### config.mk
export PLATFORM = sky130hd
export DESIGN_NAME = eqn_cmp_stream_flat
export DESIGN_NICKNAME = d
export VERILOG_FILES = /design/src/rtl/eqn_cmp_stream_if.sv /design/src/rtl/eqn_cmp_stream.sv /design/src/flat_wrapper.sv
export SDC_FILE = /design/constraint.sdc
export NUM_CORES = 1
export LEC_CHECK = 0
export ABC_CLOCK_PERIOD_IN_PS = 2800
export BUFFER_PORTS_ARGS = -buffer_cell sky130_fd_sc_hd__buf_2
export CAP_MARGIN = 5
export CELL_PAD_IN_SITES_DETAIL_PLACEMENT = 0
export CELL_PAD_IN_SITES_GLOBAL_PLACEMENT = 1
export CORE_UTILIZATION = 40
export DETAILED_ROUTE_END_ITERATION = 16
export GPL_TIMING_DRIVEN = 0
export HOLD_SLACK_MARGIN = 0.08
export PLACE_DENSITY = 0.92
export SETUP_SLACK_MARGIN = 0.1
export SLEW_MARGIN = 20
export SYNTH_ARGS = -nofsm -noshare
export SYNTH_HDL_FRONTEND = slang
export SYNTH_SLANG_ARGS = --single-unit
### constraint.sdc
create_clock -name clk -period 2.8 [get_ports clk]
set_input_delay 0.42 -clock clk [delete_from_list [all_inputs] [get_ports clk]]
set_output_delay 0.42 -clock clk [all_outputs]
set_load 0.02 [all_outputs]
### src/rtl/eqn_cmp_stream_if.sv
// Stream-side bundle for eqn_cmp_stream: operand handshake in, flag handshake out.
// The master is the producer/consumer environment; the slave is the comparator.
interface eqn_cmp_stream_if #(
    parameter int unsigned WIDTH = 8
);
    logic [WIDTH-1:0] a;
    logic [WIDTH-1:0] b;
    logic             in_valid;
    logic             in_ready;
    logic             out_valid;
    logic             out_ready;
    logic             aeqb;
    logic             altb;
    logic             agtb;

    modport master (
        output a,
        output b,
        output in_valid,
        output out_ready,
        input  in_ready,
        input  out_valid,
        input  aeqb,
        input  altb,
        input  agtb
    );

    modport slave (
        input  a,
        input  b,
        input  in_valid,
        input  out_ready,
        output in_ready,
        output out_valid,
        output aeqb,
        output altb,
        output agtb
    );
endinterface

### src/rtl/eqn_cmp_stream.sv
// Registered streaming magnitude comparator with saturating match/mismatch statistics
// and first-mismatch index capture; single-entry output register, no skid buffer.
module eqn_cmp_stream #(
    parameter int unsigned WIDTH     = 8,
    parameter int unsigned SIGNED    = 0,
    parameter int unsigned CNT_WIDTH = 16
) (
    input  logic                 clk,
    input  logic                 rst,
    input  logic                 clear,
    eqn_cmp_stream_if.slave      s,
    output logic [CNT_WIDTH-1:0] match_cnt,
    output logic [CNT_WIDTH-1:0] mismatch_cnt,
    output logic [CNT_WIDTH-1:0] first_mis_idx,
    output logic                 first_mis_valid
);

    localparam logic [0:0] StEmpty = 1'b0;
    localparam logic [0:0] StFull  = 1'b1;

    localparam logic [CNT_WIDTH-1:0] CntZero = '0;
    localparam logic [CNT_WIDTH-1:0] CntMax  = {CNT_WIDTH{1'b1}};
    localparam logic [CNT_WIDTH-1:0] CntOne  = {{(CNT_WIDTH-1){1'b0}}, 1'b1};

    logic [0:0] state_q, state_d;
    logic       aeqb_q, aeqb_d;
    logic       altb_q, altb_d;
    logic       agtb_q, agtb_d;

    logic [CNT_WIDTH-1:0] idx_q, idx_d;
    logic [CNT_WIDTH-1:0] match_q, match_d;
    logic [CNT_WIDTH-1:0] mis_q, mis_d;
    logic [CNT_WIDTH-1:0] fidx_q, fidx_d;
    logic                 fvalid_q, fvalid_d;

    logic out_valid;
    logic in_ready;
    logic accept;
    logic cmp_eq;
    logic cmp_lt;
    logic cmp_gt;

    // Clear is applied before a same-cycle accept, so accept updates build on these.
    logic [CNT_WIDTH-1:0] idx_base;
    logic [CNT_WIDTH-1:0] match_base;
    logic [CNT_WIDTH-1:0] mis_base;
    logic [CNT_WIDTH-1:0] fidx_base;
    logic                 fvalid_base;

    assign out_valid = (state_q == StFull);
    assign in_ready  = !out_valid || s.out_ready;
    assign accept    = s.in_valid && in_ready;

    always_comb begin
        cmp_eq = (s.a == s.b);
        if (SIGNED != 0) begin
            cmp_lt = ($signed(s.a) < $signed(s.b));
        end else begin
            cmp_lt = (s.a < s.b);
        end
        cmp_gt = !cmp_eq && !cmp_lt;
    end

    always_comb begin
        state_d = state_q;
        aeqb_d  = aeqb_q;
        altb_d  = altb_q;
        agtb_d  = agtb_q;
        if (accept) begin
            state_d = StFull;
            aeqb_d  = cmp_eq;
            altb_d  = cmp_lt;
            agtb_d  = cmp_gt;
        end else if (s.out_ready) begin
            state_d = StEmpty;
        end
    end

    always_comb begin
        idx_base    = clear ? CntZero : idx_q;
        match_base  = clear ? CntZero : match_q;
        mis_base    = clear ? CntZero : mis_q;
        fidx_base   = clear ? CntZero : fidx_q;
        fvalid_base = clear ? 1'b0 : fvalid_q;

        idx_d    = idx_base;
        match_d  = match_base;
        mis_d    = mis_base;
        fidx_d   = fidx_base;
        fvalid_d = fvalid_base;

        if (accept) begin
            if (idx_base != CntMax) begin
                idx_d = idx_base + CntOne;
            end
            if (cmp_eq) begin
                if (match_base != CntMax) begin
                    match_d = match_base + CntOne;
                end
            end else begin
                if (mis_base != CntMax) begin
                    mis_d = mis_base + CntOne;
                end
                if (!fvalid_base) begin
                    fidx_d   = idx_base;
                    fvalid_d = 1'b1;
                end
            end
        end
    end

    always_ff @(posedge clk) begin
        if (rst) begin
            state_q  <= StEmpty;
            aeqb_q   <= 1'b0;
            altb_q   <= 1'b0;
            agtb_q   <= 1'b0;
            idx_q    <= CntZero;
            match_q  <= CntZero;
            mis_q    <= CntZero;
            fidx_q   <= CntZero;
            fvalid_q <= 1'b0;
        end else begin
            state_q  <= state_d;
            aeqb_q   <= aeqb_d;
            altb_q   <= altb_d;
            agtb_q   <= agtb_d;
            idx_q    <= idx_d;
            match_q  <= match_d;
            mis_q    <= mis_d;
            fidx_q   <= fidx_d;
            fvalid_q <= fvalid_d;
        end
    end

    assign s.in_ready  = in_ready;
    assign s.out_valid = out_valid;
    assign s.aeqb      = aeqb_q;
    assign s.altb      = altb_q;
    assign s.agtb      = agtb_q;

    assign match_cnt       = match_q;
    assign mismatch_cnt    = mis_q;
    assign first_mis_idx   = fidx_q;
    assign first_mis_valid = fvalid_q;

endmodule

### src/flat_wrapper.sv
// flat-port wrapper written by rule: the top's interface ports become plain ports
module eqn_cmp_stream_flat 
#(
    parameter int unsigned WIDTH     = 8,
    parameter int unsigned SIGNED    = 0,
    parameter int unsigned CNT_WIDTH = 16
)
  (clk, rst, clear, match_cnt, mismatch_cnt, first_mis_idx, first_mis_valid, s_a, s_b, s_in_valid, s_out_ready, s_in_ready, s_out_valid, s_aeqb, s_altb, s_agtb);
  eqn_cmp_stream_if #(.WIDTH(WIDTH)) s_i ();
  input  logic clk;
  input  logic rst;
  input  logic clear;
  output logic [CNT_WIDTH-1:0] match_cnt;
  output logic [CNT_WIDTH-1:0] mismatch_cnt;
  output logic [CNT_WIDTH-1:0] first_mis_idx;
  output logic first_mis_valid;
  input wire logic [$bits(s_i.a)-1:0] s_a;
  input wire logic [$bits(s_i.b)-1:0] s_b;
  input wire logic [$bits(s_i.in_valid)-1:0] s_in_valid;
  input wire logic [$bits(s_i.out_ready)-1:0] s_out_ready;
  output wire logic [$bits(s_i.in_ready)-1:0] s_in_ready;
  output wire logic [$bits(s_i.out_valid)-1:0] s_out_valid;
  output wire logic [$bits(s_i.aeqb)-1:0] s_aeqb;
  output wire logic [$bits(s_i.altb)-1:0] s_altb;
  output wire logic [$bits(s_i.agtb)-1:0] s_agtb;
  assign s_i.a = s_a;
  assign s_i.b = s_b;
  assign s_i.in_valid = s_in_valid;
  assign s_i.out_ready = s_out_ready;
  assign s_in_ready = s_i.in_ready;
  assign s_out_valid = s_i.out_valid;
  assign s_aeqb = s_i.aeqb;
  assign s_altb = s_i.altb;
  assign s_agtb = s_i.agtb;
  eqn_cmp_stream #(.WIDTH(WIDTH), .SIGNED(SIGNED), .CNT_WIDTH(CNT_WIDTH)) u_core (.clk(clk), .rst(rst), .clear(clear), .s(s_i), .match_cnt(match_cnt), .mismatch_cnt(mismatch_cnt), .first_mis_idx(first_mis_idx), .first_mis_valid(first_mis_valid));
endmodule
==> out/metrics.csv, run 1 <==
metric,value,unit
clockRootBuffer,clkbuf_8,
cp_max_fo,10,
path_cells,buf_2 > buf_2 > nor2b_1 > ha_1 > nand4_1 > o311ai_4 > o21ai_0 > a21oi_1,
relSlewSlack,56.6,%
diodes,0,
cts_buffers,9,
vdd_drop_max,341,µV
grt_pass1_wl,14500,µm
gp_congestion,0.829,
maxCapViolations,0,
end_kind,register,
vias,3234,
grt_pass1_vias,3049,
dieArea,8870,µm²
routed_wl,8600,µm
cts_resized,0,
setup-violations-final,0,
syn-cell-area,3400,µm²
grt_max_degree,12,
ys_types,55,
synth_top_cell_by_area,dfxtp_1,
wl_per_cell,14.2,µm
powerDensity,501,nW/µm²
dp_hpwl,6300,µm
multi_input_area,1880,µm²
setup.worst_path.start_class,primary input,
syn2layout_area_growth,21.4,%
final_cell_mix,"81 x buf_2, 69 x dfxtp_1, 65 x nand2_1, 41 x a21oi_1, 36 x nor2_1",
async_flop_share,0,%
hold_class,primary input to register,
synthFlopType,dfxtp_1,
route.detailed.drc,0,
cp.arrival,2.45,ns
postSynthAreaPerCell,8.31,µm²
antenna_found_initial,0,
path_class,primary input to register,
synth_fa_ha_area_share,3.31,%
worstPathRequired,3.06,ns
status,completed,
synth-xor-area-share,5.15,%
synth_top_family_by_area,simple AND/OR/NAND/NOR gates,
cts.sinks,69,
netlist_instances,409,
io_buffers,74,
yosys_warnings,0,
synthSimpleGateAreaFrac,28.5,%
synth-compound-area-share,17.3,%
finalWorstPathRequiredPeriod,2.19,ns
synth_edf_count,0,
post_cts_buffers,0,
ys_seq_elements,69,
netlist.area_leader.share,40.6,%
final_cell_area,4130,µm²
drtIter0Drc,127,
die_h,94.2,µm
worstMarginPinSlew,0.650,ns
cts_max_level,3,
start_util,41.4,%
muxShareOfSynthArea,0.883,%
fp.dieW,94.2,µm
drive_gt1_share,22.4,%
holdWs,0.370,ns
cp_common_cell,buf_2,
mostFrequentLayoutCell,buf_2,
yosys-top-cells-area,"dfxtp_1 41%, nand2_1 7.2%, a21oi_1 6.0%, nor2_1 4.0%, xnor2_1 3.3%",
critPathMaxStageDelay,0.49,ns
yosysSeqAreaShare,40.6,%
setup_tns,0,ns
ant_nets,0,
core,8220,µm²
hold_violations,0,
p_leak,0.00166,µW
crit_slowest_cell,o311ai_4,
rsz0062_at_grt,no,
cts.clk_slew.worst_paths,0.07,ns
avgViaCountPerCell,5.35,
track_usage,21.1,%
period_share,78.2,%
fillCellCount,801,
placed_cell_area,3900,µm²
register_area,1380,µm²
gr-total-overflow,0,
drtPass1Iterations,6,
syn-num-nets,439,
cts_tree,done,
fin_skew,0.00826,ns
nNetsFinal,524,
row_count,33,
clock_latency,0.34,ns
clockBufferDepth,2,
max_freq,0.457,GHz
ctsHoldBuffers,0,
drv_slew,0,
top_level_ports,75,
## critical path: cells and delay by family
family | cells | cell delay [ns]
compound gates | 3 | 0.83
buf+inv | 2 | 0.44
simple gates | 2 | 0.49
fa+ha+maj | 1 | 0.27
## cell usage after synthesis (5+ instances only)
library cell,n
dfxtp_1,69
nand2_1,65
ha_1,9
buf_2,7
and2_1,5
o21ai_0,17
nor2b_1,9
nor2_1,36
a21oi_1,41
and3_1,5
inv_1,18
clkbuf_1,6
nand4_1,11
xnor2_1,13
or3_1,15
xor2_1,7
nand3_1,9
## registers in the layout, indices dropped and copies added, names as in the netlist
| signal | count |
|---|---|
| u_core.s.out_valid | 1 |
| u_core.first_mis_valid | 1 |
| u_core.s.agtb | 1 |
| u_core.idx_q | 16 |
| u_core.s.altb | 1 |
| u_core.first_mis_idx | 16 |
| u_core.s.aeqb | 1 |
| u_core.mismatch_cnt | 16 |
| u_core.match_cnt | 16 |
## final cells by class
type | instances | share of cell area, %
clock buffer | 12 | 3.76
timing repair buffer | 74 | 8.97
tap | 105 | 3.18
multi-input combinational | 306 | 45.4
inverter | 19 | 1.73
buffer | 15 | 1.76
sequential | 69 | 33.5
clock inverter | 4 | 1.70
## cells by family (layout without fill, tap and decap cells)
| group | after synthesis | count (layout) |
|---|---|---|
| xor gates and xnor gates | 20 | 20 |
| and+or+nand+nor | 183 | 183 |
| buffers and inverters | 34 | 124 |
| AOI/OAI and AO/OA | 91 | 91 |
| muxes | 3 | 3 |
| DFF | 69 | 69 |
| adders and majority gates | 9 | 9 |
## power breakdown
| part | internal (µW) | total (µW) | switching, µW |
|---|---|---|---|
| Clock | 548 | 920 | 372 |
| Combinational | 49.3 | 150 | 100 |
| Sequential | 990 | 998 | 8.29 |
| Total | 1590 | 2070 | 480 |
## routing by layer
layer	share of wire (%)	GRT usage, %	vias up
li1	-	-	1618
met5	0	0	-
met4	2.1	9.10	0
met3	4.9	4.69	20
met2	47	34.7	100
met1	46	26.1	1496
## path summary, 6_finish.rpt
check                                     startpoint                                 end  slack [ns]  depth (start not counted)
setup / recovery                               clear          u_core.idx_q[7]$_SDFF_PP0_        0.61                          8
hold / removal                                   rst          u_core.idx_q[2]$_SDFF_PP0_        0.37                          3
setup reg to reg          u_core.idx_q[1]$_SDFF_PP0_          u_core.idx_q[7]$_SDFF_PP0_        0.63                          6
hold reg to reg   u_core.first_mis_idx[7]$_SDFF_PP0_  u_core.first_mis_idx[7]$_SDFF_PP0_        0.45                          2
## stage by stage
stage	utilization [%]	setup slack [ns]	std cells	total power (µW)
2_1_floorplan	-	0.710	409	1110
3_3_place_gp	47.5	0.268	588	1170
3_5_place_dp	47.5	0.270	588	1170
4_1_cts	50.2	0.624	604	2090
5_1_grt	50.2	0.458	604	2140
6_report	50.2	0.610	604	2070
No activity file was read; power rests on OpenSTA's default activity.
==> run 2, diff against run 1 <==
--- a/config.mk
+++ b/config.mk
@@ -5,12 +5,13 @@
 export SDC_FILE = /design/constraint.sdc
 export NUM_CORES = 1
 export LEC_CHECK = 0
-export ABC_CLOCK_PERIOD_IN_PS = 2800
+export ABC_AREA = 1
+export ABC_CLOCK_PERIOD_IN_PS = 2100
 export BUFFER_PORTS_ARGS = -buffer_cell sky130_fd_sc_hd__buf_2
 export CAP_MARGIN = 5
 export CELL_PAD_IN_SITES_DETAIL_PLACEMENT = 0
 export CELL_PAD_IN_SITES_GLOBAL_PLACEMENT = 1
-export CORE_UTILIZATION = 40
+export CORE_UTILIZATION = 39
 export DETAILED_ROUTE_END_ITERATION = 16
 export GPL_TIMING_DRIVEN = 0
 export HOLD_SLACK_MARGIN = 0.08
==> constraint.sdc (replaced) <==
create_clock -name clk -period 2.1 [get_ports clk]
set_input_delay 0.315 -clock clk [delete_from_list [all_inputs] [get_ports clk]]
set_output_delay 0.315 -clock clk [all_outputs]
set_load 0.02 [all_outputs]
==> run 2 against run 1 <==
  * Register-to-register slack worse by 0.33 ns
  * Global-route usage is 1.5 points higher
  * Clock skew hardly changed
  * Cell area is 18% higher
  * Flip-flop and latch count stayed put
  * Critical path depth is 3 higher
  * Critical path type unchanged
==> out/metrics.csv, run 2 <==
metric,value,unit
diodes,0,
pre_cts_ws,-0.421,ns
power.total,2650,µW
vias,4461,
worstPathRequired,2.35,ns
yosys_warnings,0,
netlist_instances,653,
powerDensity,545,nW/µm²
r2r-start,u_core.idx_q[1]$_SDFF_PP0_,
setup_ws,0.259,ns
finalWorstPathRequiredPeriod,1.84,ns
row_count,37,
rsz0062_at_grt,no,
top_level_ports,75,
postSynthAreaPerCell,6.36,µm²
core,10300,µm²
final_core_utilization,47.1,%
end_kind,register,
ys_types,36,
critPathMaxStageDelay,0.26,ns
mostFrequentLayoutCell,nand2_1,
netlist.area_leader.share,33.3,%
synth_most_common_cell,nand2_1,
synth-compound-area-share,8.92,%
clockBufferDepth,2,
r2r_cells,10,
dieArea,11100,µm²
post_cts_buffers,0,
holdWs,0.310,ns
fp.dieW,105,µm
async_flop_share,0,%
synth-xor-area-share,0.633,%
die_h,105,µm
cts.clk_slew.worst_paths,0.07,ns
gr-total-overflow,0,
ys_seq_elements,69,
muxShareOfSynthArea,0,%
drtIter0Drc,285,
path_class,primary input to register,
antenna_found_initial,0,
fillCellCount,1103,
cts.sinks,69,
cts_buffers,9,
yosysSeqAreaShare,33.3,%
grt_max_degree,11,
fin_skew,0.00780,ns
cp_max_fo,10,
dp_hpwl,9010,µm
routed_wl,12000,µm
setup.worst_path.end,u_core.idx_q[1]$_SDFF_PP0_,
clockRootBuffer,clkbuf_8,
synth_top_cell_by_area,dfxtp_1,
grt_pass1_vias,4222,
max_freq,0.543,GHz
route.detailed.drc,0,
grt_pass1_wl,19900,µm
synth_fa_ha_area_share,2.71,%
multi_input_area,2240,µm²
synthTopCellsByCount,"165 x nand2_1, 100 x nor2_1, 92 x inv_1, 69 x dfxtp_1, 59 x nand3_1",
drive_gt1_share,19.5,%
maxCapViolations,0,
placed_cells,861,
synth_top_family_by_area,simple AND/OR/NAND/NOR gates,
gp_congestion,0.904,
track_usage,22.5,%
nNetsFinal,766,
yosys-top-cells-area,"dfxtp_1 33%, nand2_1 15%, nor2_1 9.0%, inv_1 8.3%, nand3_1 7.1%",
path_cells,buf_6 > clkbuf_2 > nor2_2 > ha_1 > nand4_4 > nor2_2 > nand4_4 > nand2_1 > o21ai_0 > nand2_1 > nor2_1,
status,completed,
p_leak,0.00228,µW
final_cell_mix,"164 x nand2_1, 98 x nor2_1, 92 x inv_1, 82 x buf_2, 69 x dfxtp_1",
synth_edf_count,0,
ctsHoldBuffers,0,
crit_path_start,clear,
avgViaCountPerCell,5.10,
crit_slowest_cell,ha_1,
period_share,87.7,%
cts_tree,done,
start_util,40.2,%
io_buffers,72,
whs_path_depth,4,
ant_nets,0,
hold_class,primary input to register,
stdcell_count,875,
relSlewSlack,58.3,%
drv_slew,0,
vdd_drop_max,315,µV
synthSimpleGateAreaFrac,41.4,%
register_area,1380,µm²
cp.arrival,2.09,ns
hold_violations,0,
setup-violations-final,0,
wl_per_cell,13.7,µm
syn2layout_area_growth,17.2,%
worstMarginPinSlew,0.625,ns
synthFlopType,dfxtp_1,
setup.worst_path.start_class,primary input,
cts_max_level,3,
clock_latency,0.35,ns
syn-num-nets,683,
r2r_end,u_core.idx_q[1]$_SDFF_PP0_,
r2r_slack,0.30,ns
drtPass1Iterations,5,
syn-cell-area,4150,µm²
[run 2: cell count changes after synthesis, sizes merged, moves of 6 or more]
| cell | change |
|---|---|
| buf | +9 |
| inv | +76 |
| nand2 | +109 |
| nand3 | +55 |
| nor2 | +78 |
| nor2b | -10 |
| or3 | -15 |
| xnor2 | -11 |
| xor2 | -6 |
[run 2: layer usage]
layer,part of all wire [%],GRT usage [%],vias up,wire length [µm]
met4,1.8,8.55,0,216
met3,6.4,4.43,25,766
met1,46,28.8,2053,5490
li1,-,-,2234,-
met5,0,0,-,0
met2,46,37.3,149,5510
[run 2: cells by family after synthesis]
logic type,after synthesis
AO/OA/AOI/OAI,68
XOR/XNOR,3
adder cells (fa/ha/maj),9
buffers and inverters,121
flip-flops,69
AND/OR/NAND/NOR,383
[run 2: area by class of cell]
type / instances / share of cell area, %
multi-input combinational: 463 / 46.1
sequential: 69 / 28.4
inverter: 96 / 7.51
timing repair buffer: 72 / 7.41
buffer: 25 / 3.70
tap: 136 / 3.50
clock buffer: 12 / 3.19
clock inverter: 2 / 0.206
[run 2: power breakdown]
part	leakage, µW	internal, µW	switching, µW
logic	0.00163	107	223
clock network	0.0000881	477	492
registers	0.000560	1340	15.8
[run 2: worst max-delay path, delay by kind of cell]
kind,cells,cell delay [ns]
simple gates,7,1.04
buf+inv,2,0.37
fa+ha+maj,1,0.26
compound gates,1,0.08
[run 2: metrics by stage]
step | area (µm²) | setup TNS [ns]
after floorplan | 4150 | 0
after global placement | 4680 | -4.10
after detailed placement | 4680 | -4.85
after CTS | 4850 | 0
after global routing | 4870 | 0
final | 4870 | 0
[run 2: worst min-delay path by stage]
stage	start	to
final	s_out_ready	u_core.s.out_valid$_SDFFE_PP0P_
after global routing	s_out_ready	u_core.s.out_valid$_SDFFE_PP0P_
after CTS	s_out_ready	u_core.s.out_valid$_SDFFE_PP0P_
after detailed placement	u_core.first_mis_idx[1]$_SDFF_PP0_	u_core.first_mis_idx[1]$_SDFF_PP0_
after global placement	u_core.first_mis_idx[1]$_SDFF_PP0_	u_core.first_mis_idx[1]$_SDFF_PP0_
after floorplan	u_core.idx_q[13]$_SDFF_PP0_	u_core.first_mis_idx[13]$_SDFF_PP0_
[run 2: repair_timing]
item                                    CTS  global route
gates resized for setup                   2             3
endpoints found under the setup margin    7            11
pin swaps                                 0             0
==> run 3, diff against run 2 <==
--- a/config.mk
+++ b/config.mk
@@ -9,7 +9,7 @@
 export ABC_CLOCK_PERIOD_IN_PS = 2100
 export BUFFER_PORTS_ARGS = -buffer_cell sky130_fd_sc_hd__buf_2
 export CAP_MARGIN = 5
-export CELL_PAD_IN_SITES_DETAIL_PLACEMENT = 0
+export CELL_PAD_IN_SITES_DETAIL_PLACEMENT = 1
 export CELL_PAD_IN_SITES_GLOBAL_PLACEMENT = 1
 export CORE_UTILIZATION = 39
 export DETAILED_ROUTE_END_ITERATION = 16
==> run 3 against run 2 <==
  * Worst hold slack improved by 0.0052 ns
  * Combinational power grew 5%
  * Setup slack got worse by 0.11 ns
  * Clock power grew 30%
  * Sequential share of layout area fell by 0.42 points
  * Flip-flop and latch count unchanged
  * Critical endpoint unchanged
==> out/metrics.csv, run 3 (same netlist as run 2, synthesis figures left out) <==
metric,value,unit
status,completed,
clockRootBuffer,clkbuf_8,
gp_congestion,0.904,
dp_hpwl,11000,µm
drtPass1Iterations,5,
diodes,0,
finalWorstPathRequiredPeriod,1.95,ns
nNetsFinal,766,
end_kind,register,
cp.arrival,2.21,ns
period_share,92.8,%
cts.sinks,69,
final_cell_mix,"162 x nand2_1, 97 x nor2_1, 92 x inv_1, 81 x buf_2, 69 x dfxtp_1",
hold_violations,0,
worstPathRequired,2.36,ns
die_h,105,µm
relSlewSlack,52.5,%
path_class,primary input to register,
power.total,2960,µW
drtIter0Drc,268,
row_count,37,
vdd_drop_max,249,µV
p_leak,0.00230,µW
maxCapViolations,0,
worstMarginPinSlew,0.713,ns
track_usage,27.5,%
fin_skew,0.00848,ns
setup-violations-final,0,
route.detailed.drc,0,
dieArea,11100,µm²
setup_ws,0.151,ns
ant_nets,0,
fp.dieW,105,µm
clockBufferDepth,2,
start_util,40.2,%
syn2layout_area_growth,19.0,%
powerDensity,599,nW/µm²
setup.worst_path.start_class,primary input,
routed_wl,14900,µm
pre_cts_ws,-0.456,ns
top_level_ports,75,
grt_max_degree,14,
fillCellCount,1391,
cts_tree,done,
drv_slew,0,
avgViaCountPerCell,5.37,
cts_buffers,9,
wl_per_cell,16.9,µm
clock_latency,0.36,ns
crit_path_start,clear,
io_buffers,72,
grt_pass1_wl,24000,µm
core,10300,µm²
cp_max_fo,10,
mostFrequentLayoutCell,nand2_1,
cts.clk_slew.worst_paths,0.08,ns
r2r-start,u_core.idx_q[0]$_SDFF_PP0_,
cts_max_level,3,
vias,4708,
max_freq,0.513,GHz
gr-total-overflow,0,
grt_pass1_vias,4972,
rsz0062_at_grt,no,
hold_class,primary input to register,
drive_gt1_share,20.4,%
antenna_found_initial,0,
worstHoldStart,s_out_ready,
[run 3: cell types whose count changed in the layout (fill, tap and decap cells not counted), sizes merged]
cell and change:
clkinv -1, bufinv +2, inv +2, clkinvlp +2, clkbuf -2, buf -1
[run 3: final cells by class]
| type | instances | area [µm²] | share of cell area, % |
|---|---|---|---|
| Tap cell | 136 | 170 | 3.44 |
| Buffer | 25 | 183 | 3.70 |
| Sequential cell | 69 | 1380 | 28.0 |
| Inverter | 96 | 365 | 7.40 |
| Clock buffer | 9 | 124 | 2.51 |
| Timing Repair Buffer | 72 | 360 | 7.29 |
| Multi-Input combinational cell | 463 | 2260 | 45.7 |
| Clock inverter | 7 | 97.6 | 1.98 |
[run 3: final timing paths]
path                                         to  slack, ns  depth (start not counted)
max                  u_core.idx_q[1]$_SDFF_PP0_       0.15                         11
min             u_core.s.out_valid$_SDFFE_PP0P_       0.32                          4
max reg2reg          u_core.idx_q[1]$_SDFF_PP0_       0.21                         10
min reg2reg  u_core.first_mis_idx[1]$_SDFF_PP0_       0.48                          2
[run 3: metal layers]
metal / up-vias / track usage (%) / share of wire (%)
met1: 2264 / 33.5 / 41
met5: - / 0 / 0
li1: 2233 / - / -
met4: 0 / 13.2 / 3.2
met2: 169 / 47.4 / 50
met3: 42 / 4.05 / 5.8
[run 3: timing repair]
action / CTS / global route
setup buffers: 0 / 0
resized for setup: 4 / 7
setup endpoints to repair: 9 / 18
hold buffers: 0 / 0
[run 3: metrics by stage]
stage	utilization [%]	setup TNS, ns	area (µm²)	instances	hold slack, ns
final	47.8	0	4940	877	0.315
after global routing	47.8	0	4940	877	0.325
after CTS	47.7	0	4920	877	0.316
after detailed placement	45.4	-5.78	4680	861	0.466
after global placement	45.4	-4.10	4680	861	0.455
after floorplan	-	0	4150	653	0.473
[run 3: report_power, final]
part           total, µW  internal [µW]  switching [µW]
Clock               1260            675             587
Sequential          1350           1340            17.7
Combinational        346            108             237
Total               2960           2120             842
[run 3: worst max-delay path, stage by stage]
cell and delay (ns):
buf_6 0.14, clkbuf_2 0.25, nor2_2 0.24, ha_2 0.26, nand4_4 0.18, nor2_4 0.19
nand4_4 0.18, nand2_1 0.16, o21ai_0 0.14, nand2_1 0.09, nor2_1 0.04
